## src/rtl/player_sequencer.sv

```systemverilog
// Playback sequencer: drives the player bank reset, repeats the first cfg_length
// samples for cfg_repeats passes with a gap, and tags each output sample.
//
// state | meaning
// ------+-------------------------------------------------------------
// IDLE  | waiting for start; player held in reset
// PLAY  | player running; one buffer sample per cycle
// GAP   | player held in reset between passes (cfg_gap+1 cycles)
module player_sequencer #(
    parameter int timeBits  = 10,
    parameter int countBits = 16
) (
    input  logic                 r_clk,
    input  logic                 r_reset_n,
    input  logic                 start,
    input  logic                 stop,
    input  logic [timeBits:0]    cfg_length,
    input  logic [countBits-1:0] cfg_repeats,
    input  logic [countBits-1:0] cfg_gap,
    output logic                 player_reset_n,
    output logic                 out_valid,
    output logic [timeBits-1:0]  out_index,
    output logic [countBits-1:0] out_pass,
    output logic                 busy,
    output logic                 done
);

    typedef enum logic [1:0] {
        IDLE = 2'd0,
        PLAY = 2'd1,
        GAP  = 2'd2
    } state_t;

    localparam logic [timeBits:0]    max_len   = {1'b1, {timeBits{1'b0}}};
    localparam logic [timeBits:0]    len_one   = {{timeBits{1'b0}}, 1'b1};
    localparam logic [countBits-1:0] count_one = {{(countBits-1){1'b0}}, 1'b1};
    localparam logic [timeBits-1:0]  index_one = {{(timeBits-1){1'b0}}, 1'b1};

    state_t                 state, state_nxt;
    logic [timeBits:0]      len_q, len_nxt;
    logic [countBits-1:0]   repeats_q, repeats_nxt;
    logic [countBits-1:0]   gap_q, gap_nxt;
    logic [timeBits-1:0]    sample_cnt, sample_cnt_nxt;
    logic [countBits-1:0]   pass_cnt, pass_cnt_nxt;
    logic [countBits-1:0]   gap_cnt, gap_cnt_nxt;
    logic                   done_nxt;

    logic [timeBits:0]      cfg_len_clamped;
    logic [timeBits:0]      len_m1;
    logic [countBits-1:0]   pass_cnt_inc;
    logic                   last_sample;
    logic                   last_pass;

    assign cfg_len_clamped = (cfg_length > max_len) ? max_len : cfg_length;
    assign len_m1          = len_q - len_one;
    assign pass_cnt_inc    = pass_cnt + count_one;
    assign last_sample     = ({1'b0, sample_cnt} == len_m1);
    assign last_pass       = (repeats_q != '0) && (pass_cnt_inc == repeats_q);

    always_comb begin
        state_nxt      = state;
        len_nxt        = len_q;
        repeats_nxt    = repeats_q;
        gap_nxt        = gap_q;
        sample_cnt_nxt = sample_cnt;
        pass_cnt_nxt   = pass_cnt;
        gap_cnt_nxt    = gap_cnt;
        done_nxt       = 1'b0;

        if (stop) begin
            state_nxt = IDLE;
        end else begin
            case (state)
                IDLE: begin
                    if (start && (cfg_length != '0)) begin
                        len_nxt        = cfg_len_clamped;
                        repeats_nxt    = cfg_repeats;
                        gap_nxt        = cfg_gap;
                        sample_cnt_nxt = '0;
                        pass_cnt_nxt   = '0;
                        state_nxt      = PLAY;
                    end
                end
                PLAY: begin
                    if (last_sample) begin
                        sample_cnt_nxt = '0;
                        if (last_pass) begin
                            state_nxt = IDLE;
                            done_nxt  = 1'b1;
                        end else begin
                            // repeats = 0 lets the pass counter wrap freely
                            pass_cnt_nxt = pass_cnt_inc;
                            gap_cnt_nxt  = gap_q;
                            state_nxt    = GAP;
                        end
                    end else begin
                        sample_cnt_nxt = sample_cnt + index_one;
                    end
                end
                GAP: begin
                    if (gap_cnt == '0) begin
                        state_nxt = PLAY;
                    end else begin
                        gap_cnt_nxt = gap_cnt - count_one;
                    end
                end
                default: state_nxt = IDLE;
            endcase
        end
    end

    always_ff @(posedge r_clk) begin
        if (!r_reset_n) begin
            state      <= IDLE;
            len_q      <= '0;
            repeats_q  <= '0;
            gap_q      <= '0;
            sample_cnt <= '0;
            pass_cnt   <= '0;
            gap_cnt    <= '0;
            done       <= 1'b0;
            out_valid  <= 1'b0;
            out_index  <= '0;
            out_pass   <= '0;
        end else begin
            state      <= state_nxt;
            len_q      <= len_nxt;
            repeats_q  <= repeats_nxt;
            gap_q      <= gap_nxt;
            sample_cnt <= sample_cnt_nxt;
            pass_cnt   <= pass_cnt_nxt;
            gap_cnt    <= gap_cnt_nxt;
            done       <= done_nxt;
            // tags line up with the player's registered r_out one cycle later
            out_valid  <= (state == PLAY);
            out_index  <= sample_cnt;
            out_pass   <= pass_cnt;
        end
    end

    assign player_reset_n = (state == PLAY);
    assign busy           = (state != IDLE);

endmodule

```

## config.mk

```make
export PLATFORM = sky130hd
export DESIGN_NAME = player_sequencer
export DESIGN_NICKNAME = d
export VERILOG_FILES = /design/src/rtl/player_sequencer.sv
export SDC_FILE = /design/constraint.sdc
export NUM_CORES = 1
export LEC_CHECK = 0
export CORE_UTILIZATION = 30
export CTS_CLUSTER_DIAMETER = 200
export DETAILED_ROUTE_END_ITERATION = 8
export SLEW_MARGIN = 20
export SYNTH_ARGS = -nofsm -noshare
export SYNTH_HDL_FRONTEND = slang
export SYNTH_SLANG_ARGS = --single-unit
```

## constraint.sdc

```tcl
create_clock -name r_clk -period 5.53 [get_ports r_clk]
set_clock_uncertainty 0.05 [all_clocks]
set_input_delay 1.106 -clock r_clk [delete_from_list [all_inputs] [get_ports r_clk]]
set_output_delay 1.106 -clock r_clk [all_outputs]
set_load 0.05 [all_outputs]
```

==> results.sh <==
export IMPL_wl_per_cell_um=15.2
export IMPL_antenna_left=0
export IMPL_rsz0062_at_grt="no"
export IMPL_max_freq_ghz=0.255
export IMPL_drive_gt1_share_pct=9.16
export IMPL_cts_sinks=115
export IMPL_drv_cap=0
export IMPL_p_total_mw=2.23
export IMPL_dpl_hpwl_um=11300
export IMPL_cts_hold_buf=0
export IMPL_synth_top_area_share_pct=38.7
export IMPL_cp_required_ps=4370
export IMPL_avgSynthCellArea_um2=8.29
export IMPL_fp_dieH_um=143
export IMPL_start_util_pct=30.5
export IMPL_ir_drop_mv=0.169
export IMPL_core_area_um2=19500
export IMPL_grt_pass1_wl_um=26200
export IMPL_crit_arrival_ps=2770
export IMPL_drc=0
export IMPL_critPathMaxFanout=14
export IMPL_cts_clk_slew_worst_paths_ps=60
export IMPL_nets=824
export IMPL_fin_crit_sh_pct=70.9
export IMPL_r2r_start="pass_cnt[0]"
export IMPL_wirelength_um=16000
export IMPL_synth_enable_flop_cells=0
export IMPL_grt_max_degree=54
export IMPL_via_per_inst=5.15
export IMPL_cts_path_max_buffers=2
export IMPL_dieArea_um2=20400
export IMPL_routed_via_count=5413
export IMPL_cts_resized=0
export IMPL_cts_buffers_inserted=17
export IMPL_final_max_slew_viol_count=0
export IMPL_first_pass_iters=7
export IMPL_fin_tns_setup_ps=0
export IMPL_ys_warnings_count=0
export IMPL_synth_nets=768
export IMPL_hp_class="flop to flop"
export IMPL_synth_area_leaders="dfxtp_1 39%, nand2_1 7.6%, a21oi_1 5.6%"
export IMPL_syn_inst=717
export IMPL_worst_slew_pin_slew_ps=1020
export IMPL_cpMaxStageDelayCell="clkdlybuf4s50_1"
export IMPL_first_global_vias=4977
export IMPL_ys_seq_area_share_pct=38.7
export IMPL_crit_family="buffers and inverters"
export IMPL_status="finished clean"
export IMPL_fin_crit_ps=3920
export IMPL_n_antenna_cell=0
export IMPL_syn2layout_area_growth_pct=26.1
export IMPL_max_slew_margin_rel_pct=31.8
export IMPL_first_iter_violations=367
export IMPL_min_from="gap_q[7]"
export IMPL_synth_top_area_cell="dfxtp_1"
export IMPL_worstSkewPairLatency_ps=410
export IMPL_hold_viol_final=0
export IMPL_critPathKind="flop to output pin"
export IMPL_end_kind="output pin"
export IMPL_ys_flop_type="dfxtp_1"
export IMPL_final_cell_mix="121 x nand2_1, 115 x dfxtp_1, 76 x clkdlybuf4s50_1, 67 x a21oi_1, 44 x nor2_1"
export IMPL_finalSetupViolCount=0
export IMPL_worst_slack_ps=1610
export IMPL_ctsHtreeMaxLevel=4
export IMPL_yosysUniqueCellTypes=77
export IMPL_utilization_pct=38.5
export IMPL_cts_tree="built"
export IMPL_cts_root_buf="clkbuf_16"
export IMPL_numPortBuffers=76
export IMPL_crit_path_max_incr_delay_ps=840
export IMPL_gp_congestion=0.882
export IMPL_grt_remaining_overflow=0
export IMPL_start_kind="flop"
export IMPL_cp_startpoint="state[1]"
export IMPL_synth_seq_cells=115
export IMPL_crit_buf_inv=2
export IMPL_antenna_found_initial=0
export IMPL_async_flop_share_pct=0
export IMPL_final_common_cell="nand2_1"
export IMPL_rows=51
export IMPL_post_place_ws_ps=1410
export IMPL_leakagePower_nw=2.52
export IMPL_fill_cells=1995
export IMPL_die_w_um=143
export IMPL_crit_chain="nand2b_1 -> clkinv_1 -> clkdlybuf4s50_1"
export IMPL_netlist_area_um2=5940
export IMPL_ios=77
export IMPL_p_per_area_nw_per_um2=298
export IMPL_cts_setup_buffers=0
export IMPL_grt_usage_pct=16.5
## kinds of logic (layout without fill, tap and decap cells)
logic type	Yosys count	count (layout)	share of synthesized area, %
XOR/XNOR	45	45	6.86
AND/OR/NAND/NOR	329	329	29.2
AO/OA/AOI/OAI	161	161	19.3
buffers and inverters	61	130	4.78
multiplexers	2	2	0.379
flip-flops	115	115	38.7
adder cells (fa/ha/maj)	4	4	0.842
## synthesized netlist by cell type, types with 6 or more instances
master and count:
a21oi_1 67, a31oi_1 6, and2_1 22, buf_6 6, clkbuf_1 33, dfxtp_1 115
inv_1 15, nand2_1 121, nand2b_1 9, nand3_1 18, nand3b_1 13, nand4_1 15
nor2_1 44, nor3_1 18, nor3_2 7, nor4_1 15, o21ai_0 13, o31ai_1 8
o32ai_1 7, or4_1 7, xnor2_1 24, xor2_1 20
## registers in the layout, indices dropped and copies added, names as in the netlist
signal and count:
gap_cnt 16, gap_q 16, out_pass 16, pass_cnt 16
repeats_q 16, len_q 11, out_index 10, sample_cnt 10
state 2, done 1, out_valid 1
## metrics by stage
step / instance area (um2) / hold slack [ps] / std cells
6_report: 7500 / 403 / 1051
3_3_place_gp: 6860 / 397 / 1019
4_1_cts: 7500 / 406 / 1051
5_1_grt: 7500 / 418 / 1051
2_1_floorplan: 5940 / 387 / 717
3_5_place_dp: 6860 / 397 / 1019
## power breakdown
part | internal [mW] | leakage [nW] | switching (mW) | total (mW)
Clock | 0.780 | 0.304 | 0.402 | 1.18
Sequential | 0.845 | 0.931 | 0.0161 | 0.861
Combinational | 0.0819 | 1.29 | 0.106 | 0.188
Total | 1.71 | 2.52 | 0.524 | 2.23
## tightest hold or removal path, cell delays in order (launching register included)
cell and delay (ps):
dfxtp_1 300, nand2_1 50, a21oi_1 50
## worst paths after layout
check | endpoint | slack [ps] | cells after the start
worst max-delay path | player_reset_n | 1610 | 3
worst min register to register | gap_q[7] | 400 | 2
worst max register to register | gap_cnt[15] | 1850 | 9
worst min-delay path | gap_q[7] | 400 | 2
## layer usage
metal,part of all wire (%),track usage (%)
met1,50,22.7
met2,43,24.9
met3,4.8,3.35
met4,2.0,7.30
met5,0,0
## cell type report
type | count | area (um2) | share of cell area [%]
Multi-Input combinational cell | 541 | 3360 | 44.9
Sequential cell | 115 | 2300 | 30.7
Timing Repair Buffer | 82 | 806 | 10.7
Clock buffer | 21 | 460 | 6.14
Tap cell | 265 | 332 | 4.42
Clock inverter | 11 | 175 | 2.34
Inverter | 16 | 60.1 | 0.801
No activity file was read; power rests on OpenSTA's default activity.
